### src/rtl/cdu_pkg.sv
// Shared widths, defaults and error-drive state encoding for the AGC-side CDU interface.
package cdu_pkg;
  localparam int ANGLE_W     = 15;
  localparam int ERR_W       = 11;
  localparam int REM_W       = 10;
  localparam int ERR_MAX_DEF = 384;
  localparam int PERIOD_DEF  = 320;
  localparam int WIDTH_DEF   = 3;
  localparam int ZERO_DEF    = 5120;

  typedef enum logic [1:0] {
    IDLE = 2'd0,
    HIGH = 2'd1,
    GAP  = 2'd2
  } err_state_t;

  // Magnitude of a two's-complement count; -1024 maps to 1024 as an unsigned value.
  function automatic logic [ERR_W-1:0] abs_count(input logic [ERR_W-1:0] c);
    return c[ERR_W-1] ? (~c + 1'b1) : c;
  endfunction
endpackage

### src/rtl/pulse_sync_edge.sv
// Two-flop synchronizer for an asynchronous pulse line, followed by a registered rising-edge strobe.
module pulse_sync_edge (
  input  logic clk,
  input  logic rst,
  input  logic i_pulse,
  output logic o_rise
);
  logic r_meta, r_sync, r_prev, r_rise;

  always_ff @(posedge clk or posedge rst) begin
    if (rst) begin
      r_meta <= 1'b0;
      r_sync <= 1'b0;
      r_prev <= 1'b0;
      r_rise <= 1'b0;
    end else begin
      r_meta <= i_pulse;
      r_sync <= r_meta;
      r_prev <= r_sync;
      r_rise <= r_sync & ~r_prev;
    end
  end

  assign o_rise = r_rise;
endmodule

### src/rtl/agc_cdu_interface.sv
// AGC-side CDU companion: accumulates CDU angle pulses and generates error-counter drive
// pulse trains plus the AGCZ / AGCEEC moding lines.
module agc_cdu_interface
  import cdu_pkg::*;
#(
  parameter int PERIOD_CYC = PERIOD_DEF,
  parameter int WIDTH_CYC  = WIDTH_DEF,
  parameter int ZERO_CYC   = ZERO_DEF,
  parameter int ERR_MAX    = ERR_MAX_DEF
) (
  input  logic               clk,
  input  logic               rst,
  input  logic               ATpPGH,
  input  logic               ATmPGH,
  output logic [ANGLE_W-1:0] angle,
  output logic               dual_pulse_err,
  input  logic               zero_req,
  input  logic               ec_enable,
  input  logic               err_valid,
  input  logic [ERR_W-1:0]   err_count,
  output logic               err_ready,
  input  logic               err_abort,
  output logic               err_sat,
  output logic [REM_W-1:0]   err_remaining,
  output logic               AFpPCH,
  output logic               AFmPCH,
  output logic               AGCZ,
  output logic               AGCEEC
);
  localparam int CNT_W  = $clog2(PERIOD_CYC);
  localparam int ZCNT_W = $clog2(ZERO_CYC + 1);

  logic               w_p_rise, w_m_rise;
  logic [ANGLE_W-1:0] r_angle;
  logic               r_dual;
  logic               r_agcz;
  logic [ZCNT_W-1:0]  r_zcnt;
  logic               r_eec;

  pulse_sync_edge u_sync_p (.clk(clk), .rst(rst), .i_pulse(ATpPGH), .o_rise(w_p_rise));
  pulse_sync_edge u_sync_m (.clk(clk), .rst(rst), .i_pulse(ATmPGH), .o_rise(w_m_rise));

  // Angle is forced to zero from the zero request onward, discarding any edges that arrive meanwhile.
  always_ff @(posedge clk or posedge rst) begin
    if (rst) begin
      r_angle <= '0;
      r_dual  <= 1'b0;
    end else if (zero_req || !r_agcz) begin
      r_angle <= '0;
    end else if (w_p_rise && w_m_rise) begin
      r_dual <= 1'b1;
    end else if (w_p_rise) begin
      r_angle <= r_angle + 1'b1;
    end else if (w_m_rise) begin
      r_angle <= r_angle - 1'b1;
    end
  end

  always_ff @(posedge clk or posedge rst) begin
    if (rst) begin
      r_agcz <= 1'b1;
      r_zcnt <= '0;
      r_eec  <= 1'b1;
    end else begin
      r_eec <= ~ec_enable;
      if (zero_req) begin
        r_agcz <= 1'b0;
        r_zcnt <= ZCNT_W'(ZERO_CYC - 1);
      end else if (r_zcnt != '0) begin
        r_zcnt <= r_zcnt - 1'b1;
      end else begin
        r_agcz <= 1'b1;
      end
    end
  end

  err_state_t       r_state;
  logic             r_ready, r_dir, r_abort_pend, r_sat, r_afp, r_afm;
  logic [REM_W-1:0] r_rem;
  logic [CNT_W-1:0] r_cnt;
  logic             w_accept, w_over;
  logic [ERR_W-1:0] w_mag, w_mag_clamp;

  assign w_accept    = err_valid & ~err_abort & (r_state == IDLE);
  assign w_mag       = abs_count(err_count);
  assign w_over      = w_mag > ERR_W'(ERR_MAX);
  assign w_mag_clamp = w_over ? ERR_W'(ERR_MAX) : w_mag;

  // r_cnt counts cycles since the current pulse's rising edge, spanning both HIGH and GAP.
  always_ff @(posedge clk or posedge rst) begin
    if (rst) begin
      r_state      <= IDLE;
      r_ready      <= 1'b1;
      r_dir        <= 1'b0;
      r_abort_pend <= 1'b0;
      r_sat        <= 1'b0;
      r_afp        <= 1'b0;
      r_afm        <= 1'b0;
      r_rem        <= '0;
      r_cnt        <= '0;
    end else begin
      case (r_state)
        IDLE: begin
          if (w_accept) begin
            if (w_over) r_sat <= 1'b1;
            if (w_mag != '0) begin
              r_state      <= HIGH;
              r_ready      <= 1'b0;
              r_dir        <= err_count[ERR_W-1];
              r_rem        <= REM_W'(w_mag_clamp - 1'b1);
              r_cnt        <= '0;
              r_afp        <= ~err_count[ERR_W-1];
              r_afm        <= err_count[ERR_W-1];
              r_abort_pend <= 1'b0;
            end
          end
        end
        HIGH: begin
          r_cnt <= r_cnt + 1'b1;
          if (r_cnt == CNT_W'(WIDTH_CYC - 1)) begin
            r_afp <= 1'b0;
            r_afm <= 1'b0;
            if (r_abort_pend || err_abort) begin
              r_state <= IDLE;
              r_ready <= 1'b1;
              r_rem   <= '0;
            end else begin
              r_state <= GAP;
            end
          end else if (err_abort) begin
            r_abort_pend <= 1'b1;
          end
        end
        GAP: begin
          if (err_abort) begin
            r_state <= IDLE;
            r_ready <= 1'b1;
            r_rem   <= '0;
          end else if (r_cnt == CNT_W'(PERIOD_CYC - 1)) begin
            if (r_rem != '0) begin
              r_state <= HIGH;
              r_cnt   <= '0;
              r_rem   <= r_rem - 1'b1;
              r_afp   <= ~r_dir;
              r_afm   <= r_dir;
            end else begin
              r_state <= IDLE;
              r_ready <= 1'b1;
            end
          end else begin
            r_cnt <= r_cnt + 1'b1;
          end
        end
        default: begin
          r_state <= IDLE;
          r_ready <= 1'b1;
          r_afp   <= 1'b0;
          r_afm   <= 1'b0;
        end
      endcase
    end
  end

  assign angle          = r_angle;
  assign dual_pulse_err = r_dual;
  assign err_ready      = r_ready;
  assign err_sat        = r_sat;
  assign err_remaining  = r_rem;
  assign AFpPCH         = r_afp;
  assign AFmPCH         = r_afm;
  assign AGCZ           = r_agcz;
  assign AGCEEC         = r_eec;
endmodule

### config.mk
export PLATFORM = sky130hd
export DESIGN_NAME = agc_cdu_interface
export DESIGN_NICKNAME = d
export VERILOG_FILES = /design/src/rtl/cdu_pkg.sv /design/src/rtl/pulse_sync_edge.sv /design/src/rtl/agc_cdu_interface.sv
export SDC_FILE = /design/constraint.sdc
export NUM_CORES = 1
export LEC_CHECK = 0
export CAP_MARGIN = 40
export CORE_UTILIZATION = 62
export CTS_CLUSTER_SIZE = 14
export DETAILED_ROUTE_END_ITERATION = 7
export PLACE_DENSITY_LB_ADDON = 0.15
export SLEW_MARGIN = 20
export SYNTH_ARGS = -nofsm -noshare
export SYNTH_HDL_FRONTEND = slang
export SYNTH_SLANG_ARGS = --single-unit
export TNS_END_PERCENT = 20
### constraint.sdc
create_clock -name clk -period 4.2 [get_ports clk]
set_input_delay 0.63 -clock clk [delete_from_list [all_inputs] [get_ports clk]]
set_output_delay 0.63 -clock clk [all_outputs]
set_load 0.01 [all_outputs]
==> reports/qor.txt, run 1 <==
FF-to-FF Start = u_sync_p.o_rise
synth unique cells = 64
GR Util All Layers = 30.9%
Post-Layout Inst Area = 0.00566 sq mm
RSZ-0062 raised after global routing = no
Antenna diodes = 0
f_max = 248 MHz
H-tree depth = 3
startpoint types = primary input
syn_nets = 561
Setup-failing EPs final = 0
final hold viol count = 0
critical path launch point = err_count[0]
clk_skew = 10.1 ps
CTS Buffer Depth = 2
Synth Warn # = 0
# rows = 30
routed length per instance = 16.3 microns
initial core utilization = 65.6%
clock sinks = 66
Root Driver = clkbuf_8
Final Max Tran Viols = 0
I/O pin total = 51
DPL Wire Length = 8230 microns
share of cells above drive strength 1 = 14.0%
# DRC = 0
Reg clk slew, reported paths = 70 ps
worst path buffer plus inverter count = 3
CTS Buf Count = 9
antenna violations before repair = 0
Post-DP Area = 0.00541 sq mm
synthesized area per cell = 8.80 sq um
CP top delay family = compound AO/OA/AOI/OAI gates
critical-path maximum fanout = 4
DR vias = 4393
Req. time, crit path = 4430 ps
largest net degree at the start of global routing = 31
DIE WIDTH = 87.7 microns
CP Class = in2reg
Worst Hold Depth = 0
Pre-antenna DRT Iters = 5
Cell Chain, Critical Path = clkdlybuf4s50_1 > or4_4 > o31a_1 > a2111oi_4 > o32ai_4 > nand2_1 > inv_1 > nand2_1 > ha_1 > inv_1 > or4b_1 > a221o_1 > a211o_1 > mux2_2
pwr dens = 418 mW/mm^2
peak supply drop = 0.000318 V
Post-CTS Setup Bufs = 0
grt total ovfl = 0
Post-synth top flop = dfrtp_1
Post-synth ARST share = 100%
Nets = 640
number of flops mapped to enable cells by yosys = 0
crit path DAT = 4270 ps
Max-Cap Viols = 0
Die H = 87.7 microns
Reg-to-Reg End = angle[14]
crit path time final = 4040 ps
Yosys reg bits = 66
Gate Count Post-Synth = 518
Worst Reg-to-Reg Cells = 9
setup ws final = 165 ps
Leak Pwr = 2.32 nW
first-pass GRT wire length = 18700 microns
Setup crit end kind = flip-flop
Port Buffer Count = 50
DRT Wirelength = 11400 microns
Detail Route Antenna Nets = 0
worst setup path endpoint = err_remaining[8]
sequential fraction of the synthesis area = 36.3%
Post-Syn Area = 0.00456 sq mm
Area Growth Syn to Fin = 24.1%
slew of the pin with the lowest slew margin = 758 ps
Die Area = 0.00770 sq mm
critical path depth in cells = 14
Core ar. = 0.00694 sq mm
Slew HR = 49.0%
vias in the first global route = 4149
worst-skew pair later-pin latency = 350 ps
pre-CTS setup slack = -311 ps
Vias per Instance = 6.29
outcome = completed
Hold Slack = 352 ps
initial drt markers = 328
delay of the slowest critical-path stage = 560 ps
CTS tree = yes
FF-to-FF setup slack = 1010 ps
type of the most critical hold path = reg2reg
Critical-path top delay cell = or4_4
RePlAce Congestion = 0.854
Tcrit/Tclk final = 96.1%
through the flow:
step	power, mW	TNS, ps	cells	util (%)
2_1_floorplan	1.40	0	518	-
3_3_place_gp	1.70	-75.4	679	77.5
3_5_place_dp	1.75	-501	682	77.9
4_1_cts	2.36	0	698	81.1
5_1_grt	2.50	0	698	81.5
6_report	2.37	0	698	81.5
report_power, final:
part           switching (mW)  internal [mW]  leakage [nW]
clock                   0.252          0.349         0.109
sequential             0.0884          0.727         0.812
combinational           0.513          0.437          1.40
total                   0.853           1.51          2.32
Yosys cell counts (3+ instances only):
master	number	share of area (%)
a211oi_1	5	0.82
a21boi_0	3	0.49
a21o_1	5	0.82
a21oi_1	28	3.1
a31o_2	3	0.58
a31oi_1	11	1.5
and2_1	3	0.41
and3_1	6	0.82
buf_2	3	0.33
clkbuf_1	18	1.5
dfrtp_1	63	35
dfstp_2	3	1.7
ha_1	23	6.3
inv_1	23	1.9
mux2_2	5	1.2
mux2i_1	5	1.1
nand2_1	41	3.4
nand2b_1	13	1.8
nand3_1	9	0.99
nor2_1	46	3.8
nor2b_1	8	1.1
nor3_1	20	2.2
nor3b_1	5	0.82
nor4_1	5	0.69
nor4b_1	3	0.58
o2111ai_1	4	0.77
o211ai_1	3	0.49
o21a_1	3	0.49
o21ai_0	31	3.4
o21bai_1	3	0.49
o31a_1	4	0.77
o31ai_1	16	2.6
o41ai_1	10	1.9
or2_2	7	0.96
or3_1	5	0.69
or4_1	9	1.5
or4b_1	4	0.88
xnor2_1	21	4.0
xor2_1	9	1.7
logic make-up (layout without fill, tap and decap cells):
kind of cell               count (synthesis)  in the layout  share of synthesized area (%)
AOI/OAI and AO/OA                        150            150                           22.5
and+or+nand+nor                          193            193                           22.3
DFF                                       66             66                           36.3
buffers and inverters                     45            129                           3.95
muxes                                     10             10                           2.33
adders and majority gates                 24             24                           6.75
xor gates and xnor gates                  30             30                           5.76
final cells by class:
class	instances	area (sq um)
inverters	23	86.3
fillers	439	1290
clock buffers	11	141
multi-input cells	407	2770
repair buffers	90	811
flip-flops and latches	66	1660
well taps	96	120
clock inverters	5	77.6
per-layer routing:
layer  global-route usage (%)  up-vias  part of all wire, %
met5                        0        -                    0
met4                     9.99        0                  2.0
met3                     6.60       39                  4.7
met2                     55.4      148                   51
met1                     36.8     2122                   42
li1                         -     2084                    -
cell usage in the layout, fill, tap and decap left out, drive strengths merged, types with 4 or more instances in the layout:
cell / instances
dfrtp: 63
clkdlybuf4s50: 50
nor2: 46
nand2: 41
buf: 40
o21ai: 32
a21oi: 28
inv: 23
ha: 23
xnor2: 21
nor3: 20
o31ai: 16
nand2b: 13
a31oi: 11
clkbuf: 11
o41ai: 10
or4: 10
xor2: 9
nand3: 9
nor2b: 8
or2: 7
and3: 6
nor4: 6
nor3b: 5
or3: 5
a21o: 5
mux2i: 5
mux2: 5
a211oi: 5
or4b: 5
o31a: 4
o2111ai: 4
state kept, by name, summed over array words and instances, names as in the netlist, 2 cells and up:
name / flops
angle: 15
r_zcnt: 13
err_remaining: 10
r_cnt: 9
r_state: 2
how the worst min path moves through the flow:
stage,start,endpoint,slack [ps]
after floorplan,u_sync_m.r_meta,u_sync_m.r_sync,330
after global placement,u_sync_m.r_meta,u_sync_m.r_sync,340
after detailed placement,u_sync_p.r_meta,u_sync_p.r_sync,340
after CTS,u_sync_p.r_meta,u_sync_p.r_sync,350
after global routing,u_sync_p.r_meta,u_sync_p.r_sync,360
final,u_sync_p.r_meta,u_sync_p.r_sync,350
what timing repair did:
item                                    CTS  global route
gates resized for setup                   0             5
endpoints found under the setup margin    0             2
hold buffers                              0             0
(Power assumes the default switching activity.)
==> run 2, diff against run 1 <==
CAP_MARGIN = 10   (was 40)
clock period = 5.22 ns   (was 4.2 ns; I/O delays follow)
==> reports/qor.txt, run 2 (synthesis gave the netlist of run 1 again) <==
routed length per instance = 16.2 microns (-0.59%)
Pre-antenna DRT Iters = 5 (unchanged)
CTS tree = yes
first-pass GRT wire length = 17700 microns (-5.3%)
Critical-path top delay cell = or4_4
Post-CTS Setup Bufs = 0 (unchanged)
critical-path maximum fanout = 13 (+9)
non-filler cells, final = 670 (-4.0%)
Tcrit/Tclk final = 91.3%
peak supply drop = 0.000254 V (-20%)
antenna violations before repair = 0 (unchanged)
DIE WIDTH = 87.7 microns (unchanged)
Max-Cap Viols = 0 (unchanged)
Setup-failing EPs final = 0 (unchanged)
share of cells above drive strength 1 = 9.23% (-4.7 points)
crit path DAT = 4990 ps (+720 ps)
Worst Hold Depth = 0 (unchanged)
worst path buffer plus inverter count = 3 (unchanged)
Leak Pwr = 2.16 nW (-6.9%)
CTS Buffer Depth = 2 (unchanged)
clk_skew = 7.91 ps (-2.14 ps)
outcome = completed
final hold viol count = 0 (unchanged)
crit path time final = 4760 ps
FF-to-FF Start = err_remaining[0]
area taken by multi-input logic gates = 0.00272 sq mm (-1.5%)
min-delay src = u_sync_m.r_meta
Fill cells = 476 (+8.4%)
Final Max Tran Viols = 0 (unchanged)
Antenna diodes = 0 (unchanged)
post-CTS sizing = 0 (unchanged)
RSZ-0062 raised after global routing = no
initial core utilization = 65.6% (unchanged)
CP top delay family = compound AO/OA/AOI/OAI gates
critical path depth in cells = 14 (unchanged)
# rows = 30 (unchanged)
slew of the pin with the lowest slew margin = 1090 ps (+331 ps)
DRT Wirelength = 10900 microns (-4.6%)
hold path endpoint = u_sync_m.r_sync
Area Growth Syn to Fin = 17.9%
Reg clk slew, reported paths = 80 ps (about the same)
Die H = 87.7 microns (unchanged)
Core ar. = 0.00694 sq mm (unchanged)
commonest non-fill, non-tap cell in the layout = dfrtp_1
vias in the first global route = 3978 (-4.1%)
Die Area = 0.00770 sq mm (unchanged)
CTS hold repair buffers = 0 (unchanged)
f_max = 210 MHz
Reg-to-Reg End = err_remaining[8]
CP Class = in2reg
DR vias = 4198 (-4.4%)
max reg flops = 15 (unchanged)
CTS Buf Count = 9 (unchanged)
fin util = 77.4% (-4.1 points)
Port Buffer Count = 50 (unchanged)
Setup TNS = 0 ps (unchanged)
Detail Route Antenna Nets = 0 (unchanged)
GR Util All Layers = 29.5% (-1.4 points)
type of the most critical hold path = reg2reg
H-tree depth = 3 (unchanged)
worst-skew pair later-pin latency = 340 ps (about the same)
DP Cell Count = 654 (-4.1%)
Setup crit end kind = flip-flop
startpoint types = primary input
RePlAce Congestion = 0.915 (+7.1%)
Tot Pwr = 1.81 mW (-23%)
largest net degree at the start of global routing = 67 (+120%)
Vias per Instance = 6.27 (-0.45%)
grt total ovfl = 0 (unchanged)
DPL Wire Length = 7760 microns (-5.7%)
initial drt markers = 192 (-41%)
clock sinks = 66 (unchanged)
Worst Reg-to-Reg Cells = 7 (-2)
# DRC = 0 (unchanged)
Nets = 612 (-4.4%)
Req. time, crit path = 5440 ps (+1010 ps)
Cell Chain, Critical Path = clkdlybuf4s50_1 > or4_4 > o31a_1 > a2111oi_0 > o32ai_2 > nand2_1 > inv_1 > nand2_1 > ha_1 > inv_1 > or4b_1 > a221o_1 > a211o_1 > mux2_2
FF-to-FF setup slack = 2020 ps (+1010 ps)
setup ws final = 455 ps (+290 ps)
delay of the slowest critical-path stage = 640 ps (+80 ps)
pwr dens = 337 mW/mm^2 (-19%)
pre-CTS setup slack = 220 ps (+531 ps)
Slew HR = 26.6% (-22 points)
Root Driver = clkbuf_8
I/O pin total = 51 (unchanged)
most frequent cells in the layout = 63 x dfrtp_1, 50 x clkdlybuf4s50_1, 46 x nor2_1, 41 x nand2_1, 31 x o21ai_0
register area = 0.00166 sq mm (unchanged)
## run 2: metrics by stage
stage          hold WS [ps]  area, sq um
2_1_floorplan           331         4560
3_3_place_gp            339         5170
3_5_place_dp            341         5170
4_1_cts                 354         5370
5_1_grt                 354         5370
6_report                353         5370
## run 2: worst max path at each step
stage / start / endpoint
3_3_place_gp: err_count[1] / err_remaining[8]
5_1_grt: err_count[0] / err_remaining[8]
4_1_cts: err_count[1] / err_remaining[8]
6_report: err_count[1] / err_remaining[8]
2_1_floorplan: err_count[0] / err_remaining[8]
3_5_place_dp: err_count[1] / err_remaining[8]
## run 2: worst register-to-register path, cell delays in order (launching register included)
cell	delay [ps]
dfrtp_1	390
inv_1	120
ha_1	210
or4b_2	670
nor4_1	540
a21o_1	370
or3_1	400
mux2_2	380
## run 2: power by group
group	total [mW]	switching (mW)	leakage [nW]	internal, mW
logic	0.718	0.397	1.26	0.321
clock network	0.437	0.214	0.0923	0.223
registers	0.656	0.0710	0.812	0.585
## run 2: final cells by class
| class | count | area share [%] |
|---|---|---|
| inverter | 23 | 1.61 |
| clock inverter | 7 | 1.40 |
| clock buffer | 9 | 2.31 |
| sequential | 66 | 30.8 |
| tap | 96 | 2.24 |
| timing repair buffer | 62 | 11.0 |
| multi-input combinational | 407 | 50.7 |
## run 2: metal layers
metal	global-route usage, %	wire length [microns]
met1	33.3	4590
met2	54.4	5570
met3	5.66	388
met4	12.2	310
met5	0	0
